**src/rtl/instruction_loader.sv**
```systemverilog
// Manual instruction entry: debounced buttons assemble hex nibbles
// into 32-bit words written to instruction memory via valid/ready.

// Synchronizer + debouncer producing one pulse per accepted press
module il_debounce #(
   parameter int DEBOUNCE_CYCLES = 1000000
) (
   input  logic clk,
   input  logic rst,
   input  logic btn,
   output logic pulse
);

   localparam int CW = (DEBOUNCE_CYCLES < 2) ? 1
                     : $clog2(DEBOUNCE_CYCLES + 1);
   localparam logic [CW-1:0] LAST = CW'(DEBOUNCE_CYCLES - 1);

   logic [1:0]    sync;
   logic [CW-1:0] cnt;
   logic          stable;
   logic          stable_q;

   // Two-flop synchronizer for the raw asynchronous button
   always_ff @(posedge clk or posedge rst) begin
      if (rst) begin
         sync <= 2'b00;
      end else begin
         sync <= {sync[0], btn};
      end
   end

   // Stable level moves only after a full run of differing samples
   always_ff @(posedge clk or posedge rst) begin
      if (rst) begin
         cnt    <= '0;
         stable <= 1'b0;
      end else if (sync[1] != stable) begin
         if (cnt == LAST) begin
            stable <= sync[1];
            cnt    <= '0;
         end else begin
            cnt <= cnt + 1'b1;
         end
      end else begin
         cnt <= '0;
      end
   end

   // Registered rising-edge detect of the stable level
   always_ff @(posedge clk or posedge rst) begin
      if (rst) begin
         stable_q <= 1'b0;
         pulse    <= 1'b0;
      end else begin
         stable_q <= stable;
         pulse    <= stable & ~stable_q;
      end
   end

endmodule

// Entry FSM: ENTRY collects nibbles, WRITE holds the memory request,
// FULL blocks entry once the last address has been written
module instruction_loader #(
   parameter int DEBOUNCE_CYCLES = 1000000,
   parameter int ADDR_WIDTH      = 8
) (
   input  logic                  clk,
   input  logic                  rst,
   input  logic [3:0]            hex_in,
   input  logic                  btn_push,
   input  logic                  btn_clear,
   output logic                  mem_valid,
   input  logic                  mem_ready,
   output logic [ADDR_WIDTH-1:0] mem_addr,
   output logic [31:0]           mem_data,
   output logic [31:0]           word_out,
   output logic [2:0]            nibble_cnt,
   output logic                  full
);

   typedef enum logic [1:0] {
      ENTRY = 2'd0,
      WRITE = 2'd1,
      FULL  = 2'd2
   } state_t;

   localparam logic [ADDR_WIDTH-1:0] ADDR_MAX = '1;

   state_t      state;
   logic        push_p;
   logic        clear_p;
   logic [31:0] word_next;

   il_debounce #(
      .DEBOUNCE_CYCLES(DEBOUNCE_CYCLES)
   ) u_db_push (
      .clk   (clk),
      .rst   (rst),
      .btn   (btn_push),
      .pulse (push_p)
   );

   il_debounce #(
      .DEBOUNCE_CYCLES(DEBOUNCE_CYCLES)
   ) u_db_clear (
      .clk   (clk),
      .rst   (rst),
      .btn   (btn_clear),
      .pulse (clear_p)
   );

   assign word_next = {word_out[27:0], hex_in};

   // Entry/write/full sequencing with all outputs registered
   always_ff @(posedge clk or posedge rst) begin
      if (rst) begin
         state      <= ENTRY;
         mem_valid  <= 1'b0;
         mem_addr   <= '0;
         mem_data   <= '0;
         word_out   <= '0;
         nibble_cnt <= '0;
         full       <= 1'b0;
      end else begin
         unique case (state)
            ENTRY: begin
               if (clear_p) begin
                  word_out   <= '0;
                  nibble_cnt <= '0;
               end else if (push_p) begin
                  word_out <= word_next;
                  if (nibble_cnt == 3'd7) begin
                     mem_data   <= word_next;
                     nibble_cnt <= '0;
                     mem_valid  <= 1'b1;
                     state      <= WRITE;
                  end else begin
                     nibble_cnt <= nibble_cnt + 3'd1;
                  end
               end
            end
            WRITE: begin
               if (mem_ready) begin
                  mem_valid <= 1'b0;
                  word_out  <= '0;
                  if (mem_addr == ADDR_MAX) begin
                     full  <= 1'b1;
                     state <= FULL;
                  end else begin
                     mem_addr <= mem_addr + 1'b1;
                     state    <= ENTRY;
                  end
               end
            end
            FULL: begin
               if (clear_p) begin
                  mem_addr   <= '0;
                  word_out   <= '0;
                  nibble_cnt <= '0;
                  full       <= 1'b0;
                  state      <= ENTRY;
               end
            end
            default: begin
               state <= ENTRY;
            end
         endcase
      end
   end

endmodule

```
**config.mk**
```make
export PLATFORM = sky130hd
export DESIGN_NAME = instruction_loader
export DESIGN_NICKNAME = d
export VERILOG_FILES = /design/src/rtl/instruction_loader.sv
export SDC_FILE = /design/constraint.sdc
export NUM_CORES = 1
export LEC_CHECK = 0
export BUFFER_PORTS_ARGS = -buffer_cell sky130_fd_sc_hd__buf_2
export CORE_MARGIN = 8
export CORE_UTILIZATION = 38
export CTS_BUF_LIST = sky130_fd_sc_hd__clkbuf_4 sky130_fd_sc_hd__clkbuf_8
export CTS_CLUSTER_DIAMETER = 60
export DETAILED_ROUTE_END_ITERATION = 8
export GPL_TIMING_DRIVEN = 0
export MAX_ROUTING_LAYER = met4
export PLACE_DENSITY = 0.6
export SYNTH_ARGS = -nofsm -noshare
export SYNTH_HDL_FRONTEND = slang
export SYNTH_SLANG_ARGS = --single-unit
```
**constraint.sdc**
```tcl
create_clock -name clk -period 5.4 [get_ports clk]
set_input_delay 1.08 -clock clk [delete_from_list [all_inputs] [get_ports clk]]
set_output_delay 1.08 -clock clk [all_outputs]
set_load 0.005 [all_outputs]
```
==> impl_metrics.csv, run 1 <==
group,metric,value,unit
logic_synthesis,yosysTopAreaCell,"dfrtp_1",
drt,ant_nets,0,
clocking,cts_hold_buffers,0,
logic_synthesis,yosys-top-cells-count,"129 x dfrtp_1, 85 x nand2_1, 44 x o21ai_0",
die,die_w,138,µm
power_and_ir_drop,p_leak,3.31,nW
critical_path,critical_path.startpoint_type,"register",
critical_path,worstSetupPathType,"reg -> reg",
clocking,cts_root_buffer,"clkbuf_8",
timing,max_freq,457,MHz
die,row_count,44,
critical_path,max_stage_delay,530,ps
finish,final_layout_size_suffix_gt1_share,25.7,%
timing,holdWs,355,ps
finish,multi_input_area,2310,µm²
finish,fin_cells,829,
clocking,max-clock-path-buffers,2,
critical_path,critPathSlowestCell,"clkbuf_1",
timing,period_share,40.5,%
logic_synthesis,syn_area_per_cell,10.8,µm²
clocking,cts_made_buffers,17,
logic_synthesis,synth_area,5670,µm²
drt,drcViolationCount,0,
grt,grt_max_degree,93,
job,drv_cap,0,
critical_path,crit_buf_inv,1,
grt,antenna_found_initial,0,
grt,grt_overflow,0,
die,core,14500,µm²
logic_synthesis,ys_warn_count,0,
logic_synthesis,synth_cell_types,45,
place,place_hpwl,8.91,mm
power_and_ir_drop,total_power,1.83,mW
drt,vias,4256,
logic_synthesis,ys_async_sr_fraction,100,%
finish,nFillCells,1344,
clocking,cts-resized-gates,0,
grt,groute.usage.overall,13.7,%
timing,fin_skew,10.7,ps
place,port_buffers,85,
power_and_ir_drop,clkPwrFrac,44.2,%
finish,synthToLayoutAreaGrowth,19.3,%
logic_synthesis,synth_seq_area_share,56.9,%
timing,max_slew_margin,49.1,%
power_and_ir_drop,power_density,270,nW/µm²
logic_synthesis,synth.most_common_cell,"dfrtp_1",
power_and_ir_drop,irDropWorstVdd,0.156,mV
critical_path,crit_path_cell_trace,"ha_1, ha_1, nand4b_1, clkbuf_1, mux2_2",
logic_synthesis,syn_nets,545,
die,start_util,39.0,%
power_and_ir_drop,p_int,1.43,mW
timing,fin_crit,2190,ps
critical_path,cp-end-kind,"register",
timing,slew_viol_final,0,
power_and_ir_drop,p_sw_share,21.6,%
power_and_ir_drop,seqPwrFrac,53.5,%
timing,rsz0062_at_grt,"no",
logic_synthesis,synth_top_area_share,56.9,%
die,dieHeight,138,µm
worst_hold_path,hp-class,"reg -> reg",
finish,nets,650,
timing,setup-violations-final,0,
place,dpl.cell_count,797,
drt,wl_per_cell,14.9,µm
critical_path,critPathTopFamily,"buffers and inverters",
grt,grt_pass1_vias,4242,
timing,worst_slew_pin_slew,757,ps
clocking,clk_pin_slew,70,ps
die,fp.dieArea,19100,µm²
timing,hold_violations,0,
finish,antennaDiodeCount,0,
grt,grt_pass1_wl,21.5,mm
drt,first_pass_iters,4,
place,gp_congestion,0.807,
power_and_ir_drop,p_sw,0.396,mW
drt,postRouteWirelength,12.3,mm
critical_path,critPathMaxFanout,10,
logic_synthesis,synth.area.top_cells,"dfrtp_1 57%, mux2_2 7.2%, nand2_1 5.6%, o21ai_0 3.9%, nor2_1 2.3%",
drt,drt-initial-drc-count,256,
power_and_ir_drop,comb_power_share,2.3,%
clocking,cts_tree,"yes",
clocking,clk_latency,430,ps
logic_synthesis,ys_seq_elements,129,
logic_synthesis,synth-edff-count,0,
critical_path,cp.arrival,2490,ps
clocking,post_cts_buffers,0,
timing,finalSetupTns,0,ps
logic_synthesis,synth_ff_type,"dfrtp_1",
run_status,outcome,"completed",
die,io_pins,86,
logic_synthesis,synth_cells,527,
clocking,clock_sinks,129,
critical_path,cp.required,5700,ps
finish,final_util,46.5,%
critical_path,crit_path_frequent_cell,"ha_1",
drt,viasPerCell,5.13,
clocking,htreeDepth,4,
finish,regArea,3230,µm²
[through the flow]
step / worst slack [ps] / instance area, µm²
floorplan: 879 / 5670
global placement: -497 / 6320
detailed placement: 2900 / 6360
CTS: 3200 / 6760
global route: 3020 / 6760
finish: 3210 / 6760
[worst paths after layout]
path,slack (ps),depth (start not counted),from,endpoint
setup / recovery,3210,5,nibble_cnt[0]$_DFFE_PP0P_,mem_data[1]$_DFFE_PP0P_
hold / removal,350,0,u_db_push.sync[0]$_DFF_PP0_,u_db_push.sync[1]$_DFF_PP0_
setup reg to reg,3210,5,nibble_cnt[0]$_DFFE_PP0P_,mem_data[1]$_DFFE_PP0P_
hold reg to reg,350,0,u_db_push.sync[0]$_DFF_PP0_,u_db_push.sync[1]$_DFF_PP0_
max in group asynchronous,4000,3,rst,nibble_cnt[2]$_DFFE_PP0P_
min in group asynchronous,640,2,rst,u_db_clear.cnt[15]$_DFF_PP0_
[layout by cell type, fill, tap and decap left out, types with 7 or more instances in the layout]
cell / instances
dfrtp_1: 129
buf_2: 87
nand2_1: 85
o21ai_0: 44
mux2_2: 36
nor2_1: 35
clkbuf_8: 23
nand3_1: 19
clkbuf_1: 17
a21oi_1: 14
xnor2_1: 13
inv_1: 12
o31ai_1: 12
xor2_1: 12
or3_1: 10
or4_1: 10
ha_1: 9
nor2b_1: 7
nand4_1: 7
[flip-flops by register name, summed over array words and instances (netlist names)]
signal               count
full                     1
mem_addr                 8
mem_data                32
mem_valid                1
nibble_cnt               3
state                    2
u_db_clear.cnt          20
u_db_clear.pulse         1
u_db_clear.stable        1
u_db_clear.stable_q      1
u_db_clear.sync          2
u_db_push.cnt           20
u_db_push.pulse          1
u_db_push.stable         1
u_db_push.stable_q       1
u_db_push.sync           2
word_out                32
[routing by layer]
| layer | global-route usage, % | vias to the layer above | part of all wire, % |
|---|---|---|---|
| li1 | - | 2071 | - |
| met1 | 16.2 | 2076 | 44 |
| met2 | 22.0 | 90 | 49 |
| met3 | 4.04 | 19 | 5.1 |
| met4 | 4.86 | 0 | 1.4 |
| met5 | - | - | 0 |
[power groups by stage]
stage	clock network, mW	logic, mW	registers, mW
final	0.808	0.0429	0.978
after global placement	0	0.0406	0.996
after global routing	0.880	0.0507	0.978
after CTS	0.840	0.0452	0.978
after detailed placement	0	0.0453	0.996
after floorplan	0	0.0272	0.995
[kinds of logic (layout without fill, tap and decap cells)]
family | after synthesis | count (layout) | synth area share [%]
and+or+nand+nor | 207 | 207 | 18.0
DFF | 129 | 129 | 56.9
AOI/OAI and AO/OA | 86 | 86 | 9.34
muxes | 38 | 38 | 7.50
buffers and inverters | 33 | 151 | 2.36
xor gates and xnor gates | 25 | 25 | 3.86
adders and majority gates | 9 | 9 | 1.99
[layout make-up]
cell class,instances,area share (%)
Timing Repair Buffer,86,6.70
Clock inverter,7,1.09
Inverter,13,0.796
Sequential cell,129,47.7
Multi-Input combinational cell,365,34.1
Buffer,20,1.26
Tap cell,184,3.40
Clock buffer,25,4.90
(Power assumes the default switching activity.)
==> run 2, diff against run 1 <==
clock period = 2.2 ns   (was 5.4 ns; I/O delays follow)
==> run 2 against run 1 <==
First-iteration DRC count is 14% lower. Design area rose by 2.0%. Setup slack worse by 3100 ps. Critical path type unchanged. Largest cell class unchanged.
==> impl_metrics.csv, run 2 (same netlist as run 1, synthesis figures left out) <==
group,metric,value,unit
power_and_ir_drop,irDropWorstVdd,0.356,mV
critical_path,max_stage_delay,390,ps
timing,holdWs,120,ps
place,gp_congestion,0.782,
clocking,clk_latency,430,ps
critical_path,cp.arrival,2360,ps
place,place_hpwl,9.08,mm
grt,groute.usage.overall,13.6,%
clocking,cts_root_buffer,"clkbuf_8",
finish,final_util,47.5,%
critical_path,cp-endpoint,"mem_addr[4]$_DFFE_PP0P_",
drt,vias,4289,
grt,grt_max_degree,45,
critical_path,worstSetupPathType,"reg -> reg",
timing,hold_violations,0,
power_and_ir_drop,p_int,3.68,mW
finish,final_layout_size_suffix_gt1_share,28.5,%
grt,grt_overflow,0,
finish,postLayoutCellArea,6900,µm²
timing,period_share,93.8,%
finish,antennaDiodeCount,0,
critical_path,cp-end-kind,"register",
run_status,outcome,"completed",
place,port_buffers,85,
power_and_ir_drop,comb_power_share,2.6,%
critical_path,rrSetupSlack,140,ps
timing,fin_skew,9.95,ps
drt,drcViolationCount,0,
timing,max_slew_margin,64.2,%
finish,final_cell_mix,"129 x dfrtp_1, 89 x buf_2, 85 x nand2_1",
timing,fin_crit,2060,ps
die,io_pins,86,
grt,antenna_found_initial,0,
power_and_ir_drop,clkPwrFrac,46.0,%
critical_path,critPathMaxFanout,10,
die,die_w,138,µm
clocking,clock_sinks,129,
critical_path,crit_buf_inv,2,
critical_path,r2r_start,"state[0]$_DFFE_PP0P_",
timing,rsz0062_at_grt,"no",
finish,final_common_cell,"dfrtp_1",
clocking,max-clock-path-buffers,2,
grt,grt_pass1_vias,4160,
finish,nets,657,
timing,slew_viol_final,0,
clocking,htreeDepth,4,
die,dieHeight,138,µm
power_and_ir_drop,p_leak,3.41,nW
critical_path,reg2reg_to,"mem_addr[4]$_DFFE_PP0P_",
drt,drt-initial-drc-count,219,
critical_path,critical_path.startpoint_type,"register",
timing,max_freq,485,MHz
critical_path,worst-path-stages,7,
job,drv_cap,0,
critical_path,critPathLaunch,"state[0]$_DFFE_PP0P_",
drt,postRouteWirelength,12.6,mm
drt,wl_per_cell,15.1,µm
drt,first_pass_iters,4,
power_and_ir_drop,total_power,4.67,mW
timing,setup-violations-final,0,
power_and_ir_drop,seqPwrFrac,51.4,%
die,row_count,44,
die,start_util,39.0,%
grt,grt_pass1_wl,21.2,mm
critical_path,critPathTopFamily,"compound AO/OA/AOI/OAI gates",
power_and_ir_drop,p_sw_share,21.2,%
finish,synthToLayoutAreaGrowth,21.7,%
power_and_ir_drop,p_sw,0.989,mW
worst_hold_path,hp-class,"in -> reg",
drt,ant_nets,0,
drt,viasPerCell,5.13,
critical_path,critPathSlowestCell,"dfrtp_1",
die,fp.dieArea,19100,µm²
critical_path,crit_path_cell_trace,"inv_1, ha_1, nor2b_1, or2_2, clkbuf_2, o41ai_1, o31ai_1",
timing,worst_slew_pin_slew,535,ps
place,dpl_cell_area,6390,µm²
clocking,clk_pin_slew,70,ps
die,core,14500,µm²
power_and_ir_drop,power_density,676,nW/µm²
clocking,cts_made_buffers,17,
finish,reg_top3,"mem_data: 32 flops, word_out: 32 flops",
critical_path,cp.required,2500,ps
clocking,cts_tree,"yes",
critical_path,r2r_cells,7,
run 2: cell count changes in the layout (fill, tap and decap cells not counted), moves of 2 or more:
cell / before / now
buf_12: 0 / 3
buf_2: 87 / 89
buf_4: 0 / 5
bufinv_16: 1 / 3
clkbuf_1: 17 / 6
clkbuf_2: 0 / 8
clkbuf_8: 23 / 20
clkinv_2: 1 / 3
clkinvlp_4: 4 / 2
run 2: layer usage:
layer	part of all wire (%)	routed length [µm]	track usage [%]	vias up
met3	4.5	567	3.77	13
met2	47	5980	20.5	89
met5	0	0	-	-
met1	47	5910	17.2	2112
li1	-	-	-	2075
met4	1.2	146	4.98	0
run 2: power groups by stage:
stage / Sequential [mW] / Clock [mW] / Combinational, mW
floorplan: 2.44 / 0 / 0.0674
global placement: 2.44 / 0 / 0.100
detailed placement: 2.45 / 0 / 0.116
CTS: 2.40 / 2.19 / 0.118
global route: 2.40 / 2.30 / 0.139
finish: 2.40 / 2.15 / 0.119
run 2: cell type report:
type / instances / area (µm²)
inverters: 13 / 52.6
flip-flops and latches: 129 / 3230
fillers: 1373 / 7630
clock buffers: 23 / 298
well taps: 184 / 230
multi-input cells: 365 / 2330
repair buffers: 94 / 533
clock inverters: 9 / 130
plain buffers: 19 / 93.8
run 2: worst min-delay path by stage:
| stage | to | depth (start not counted) | slack (ps) | from |
|---|---|---|---|---|
| after detailed placement | u_db_clear.sync[1]$_DFF_PP0_ | 0 | 350 | u_db_clear.sync[0]$_DFF_PP0_ |
| after global routing | u_db_clear.sync[0]$_DFF_PP0_ | 1 | 90 | btn_clear |
| after floorplan | u_db_clear.sync[1]$_DFF_PP0_ | 0 | 330 | u_db_clear.sync[0]$_DFF_PP0_ |
| final | u_db_clear.sync[0]$_DFF_PP0_ | 1 | 120 | btn_clear |
| after global placement | u_db_push.sync[1]$_DFF_PP0_ | 0 | 340 | u_db_push.sync[0]$_DFF_PP0_ |
| after CTS | u_db_clear.sync[0]$_DFF_PP0_ | 1 | 90 | btn_clear |
run 2: through the flow:
| step | setup WS [ps] | instances | TNS, ps |
|---|---|---|---|
| after global placement | -635 | 796 | -81100 |
| after detailed placement | -9.21 | 799 | -9.21 |
| final | 137 | 836 | 0 |
| after CTS | 18.4 | 832 | 0 |
| after floorplan | 165 | 527 | 0 |
| after global routing | 4.74 | 836 | 0 |
run 2: repair_timing:
action	in CTS	in global routing
hold buffers	1	0
endpoints found under the setup margin	8	76
pin swaps	0	2
endpoints found under the hold margin	6	0
setup buffers	0	5
resized for setup	1	24
==> run 3, diff against run 2 <==
HOLD_SLACK_MARGIN = 0.02   (was unset)
RECOVER_POWER = 100   (was unset)
SYNTH_HIERARCHICAL = 1   (was unset)
==> run 3 against run 2 <==
The run now ends with capacitance limit, slew limit left. Register-to-register slack got worse by 100 ps. Design area increased by 0.31%. Core utilization decreased by 1.9 points. Clock-buffer cell count decreased by 4. First-iteration DRC count decreased by 11%. Hold slack got worse by 3.1 ps. Power decreased by 4.0%. Non-clock buffer count decreased by 3. Combinational power decreased by 9%. Wire length increased by 1.5%. Sequential share of layout area decreased by 0.11 points. Largest power group unchanged.
==> impl_metrics.csv, run 3 <==
group,metric,value,unit
logic_synthesis,syn_nets,562,
die,core,15200,µm²
logic_synthesis,synth_top_family_by_area,"simple AND/OR/NAND/NOR gates",
clocking,cts_hold_buffers,0,
power_and_ir_drop,clkPwrFrac,44.0,%
logic_synthesis,synth.most_common_cell,"dfrtp_1",
grt,antenna_found_initial,0,
drt,postRouteWirelength,12.8,mm
timing,holdWs,117,ps
power_and_ir_drop,irDropWorstVdd,0.311,mV
logic_synthesis,synth_compound_area_share,8.77,%
logic_synthesis,synth-xor-area-share,4.76,%
place,port_buffers,85,
timing,finalSetupTns,0,ps
logic_synthesis,yosysTopAreaCell,"dfrtp_1",
logic_synthesis,syn_area_per_cell,10.8,µm²
finish,final_common_cell,"dfrtp_1",
logic_synthesis,ys_warn_count,6,
clocking,htreeDepth,4,
logic_synthesis,synth_seq_area_share,54.8,%
grt,grt_max_degree,44,
power_and_ir_drop,total_power,4.48,mW
place,dpl_worst_slack,39.9,ps
grt,grt_overflow,0,
die,row_count,45,
clocking,max-clock-path-buffers,2,
logic_synthesis,synthAdderAreaFrac,2.12,%
logic_synthesis,ys_seq_elements,129,
clocking,clk_latency,430,ps
drt,wl_per_cell,15.0,µm
grt,groute.usage.overall,13.6,%
die,die_w,140,µm
logic_synthesis,synth.area.top_cells,"dfrtp_1 55%, mux2_2 6.9%, nand2_1 5.2%, o21ai_2 4.2%, xnor2_1 3.9%",
power_and_ir_drop,power_density,647,nW/µm²
power_and_ir_drop,p_sw,1.02,mW
drt,drt-initial-drc-count,195,
die,io_pins,86,
clocking,cts_tree,"yes",
clocking,cts_made_buffers,17,
place,dpl.cell_count,817,
finish,final_cell_mix,"127 x dfrtp_1, 81 x nand2_1, 63 x clkbuf_1",
timing,fin_skew,6.85,ps
grt,grt_pass1_wl,21.4,mm
critical_path,cp-end-kind,"register",
drt,ant_nets,0,
clocking,clock_sinks,129,
finish,synthToLayoutAreaGrowth,17.5,%
critical_path,cp.arrival,2490,ps
clocking,clk_pin_slew,70,ps
timing,worst_slew_pin_slew,1670,ps
run_status,outcome,"complete, but fails checks",
finish,antennaDiodeCount,0,
critical_path,critical_path.startpoint_type,"register",
critical_path,critPathMaxFanout,10,
logic_synthesis,ys_async_sr_fraction,100,%
run_status,violations,"capacitance limit, slew limit",
die,dieHeight,140,µm
logic_synthesis,synth_top_area_share,54.8,%
timing,max_slew_margin,-11.6,%
place,gp_congestion,0.819,
logic_synthesis,synth_ff_type,"dfrtp_1",
timing,slew_viol_final,38,
timing,max_freq,461,MHz
die,fp.dieArea,19700,µm²
power_and_ir_drop,comb_power_share,2.4,%
finish,final_layout_size_suffix_gt1_share,23.9,%
critical_path,cp.required,2520,ps
critical_path,worstSetupPathType,"reg -> reg",
logic_synthesis,synth_mux_area_share,7.39,%
logic_synthesis,synth-edff-count,0,
critical_path,rrSetupSlack,30,ps
logic_synthesis,synthSimpleGateAreaFrac,18.2,%
drt,viasPerCell,5.10,
finish,nets,672,
power_and_ir_drop,seqPwrFrac,53.5,%
clocking,cts_root_buffer,"clkbuf_8",
die,start_util,38.7,%
power_and_ir_drop,p_leak,3.05,nW
drt,first_pass_iters,4,
logic_synthesis,yosys-top-cells-count,"129 x dfrtp_1, 81 x nand2_1, 53 x nor2_1",
timing,hold_violations,0,
finish,fin_cells,854,
logic_synthesis,synth_area,5890,µm²
worst_hold_path,hp-class,"in -> reg",
logic_synthesis,synth_cells,543,
grt,grt_pass1_vias,4397,
drt,vias,4356,
place,place_hpwl,9.29,mm
timing,setup-violations-final,0,
timing,fin_ws,32.4,ps
timing,fin_crit,2170,ps
power_and_ir_drop,p_int,3.47,mW
power_and_ir_drop,p_sw_share,22.7,%
drt,drcViolationCount,0,
logic_synthesis,synth_cell_types,41,
timing,period_share,98.5,%
job,drv_cap,1,
finish,reg_top3,"mem_data: 32 flops, word_out: 32 flops",
-- run 3: cell types whose count changed after synthesis, sizes merged, moves of 7 or more --
| cell | before | now |
|---|---|---|
| nor2 | 35 | 53 |
| xnor2 | 13 | 26 |
| nor3 | 4 | 11 |
| buf | 3 | 13 |
| inv | 13 | 22 |
| o31ai | 13 | 1 |
| clkbuf | 17 | 6 |
| or3 | 10 | 3 |
-- run 3: timing repair --
action / in CTS / in global routing
resized for setup: 0 / 2
pin swaps: 1 / 2
buffers inserted: 2 / 3
gates cloned: 0 / 0
setup endpoints to repair: 1 / 10
-- run 3: per-layer routing --
metal | global-route usage (%) | wire, µm | vias up
met2 | 22.4 | 6300 | 96
met3 | 4.01 | 684 | 12
met1 | 15.8 | 5690 | 2150
met4 | 4.30 | 110 | 0
met5 | - | 0 | -
li1 | - | - | 2098
-- run 3: cells by family (layout without fill, tap and decap cells) --
kind of cell               Yosys count  in the layout
AOI/OAI and AO/OA                   70             70
xor gates and xnor gates            32             32
adders and majority gates           10             10
buffers and inverters               41            164
DFF                                129            129
muxes                               39             39
and+or+nand+nor                    222            222
-- run 3: final timing paths --
kind | from | endpoint | cells past startpoint
hold reg to reg | u_db_push/sync[0]$_DFF_PP0_ | u_db_push/sync[1]$_DFF_PP0_ | 0
setup reg to reg | u_db_push/cnt[13]$_DFF_PP0_ | u_db_push/cnt[15]$_DFF_PP0_ | 5
min in group asynchronous | rst | u_db_clear/sync[0]$_DFF_PP0_ | 2
hold / removal | btn_push | u_db_push/sync[0]$_DFF_PP0_ | 1
setup / recovery | u_db_push/cnt[13]$_DFF_PP0_ | u_db_push/cnt[15]$_DFF_PP0_ | 5
max in group asynchronous | rst | word_out[0]$_DFFE_PP0P_ | 3
-- run 3: metrics by stage --
step	area (µm²)	utilization, %
floorplan	5890	-
global placement	6550	43.1
detailed placement	6570	43.2
CTS	6980	45.9
global route	6920	45.5
finish	6920	45.5
-- run 3: area by class of cell --
class                           instances  area [µm²]
Fill cell                            1465        8280
Inverter                               22        83.8
Buffer                                 19         150
Sequential cell                       129        3230
Clock buffer                           19         255
Tap cell                              188         235
Clock inverter                         13         138
Timing Repair Buffer                   91         399
Multi-Input combinational cell        373        2430
-- run 3: critical path, cell delays in order, from the launching register on --
cell	delay, ps
dfrtp_1	430
or4b_1	540
or4_4	530
o21ai_4	310
buf_6	190
nor2_1	50
-- run 3: power by group through the flow --
| stage | sequential [mW] | combinational (mW) | clock, mW |
|---|---|---|---|
| after floorplan | 2.44 | 0.0686 | 0 |
| after global placement | 2.44 | 0.103 | 0 |
| after detailed placement | 2.44 | 0.111 | 0 |
| after CTS | 2.40 | 0.114 | 2.04 |
| after global routing | 2.40 | 0.128 | 2.15 |
| final | 2.40 | 0.108 | 1.97 |
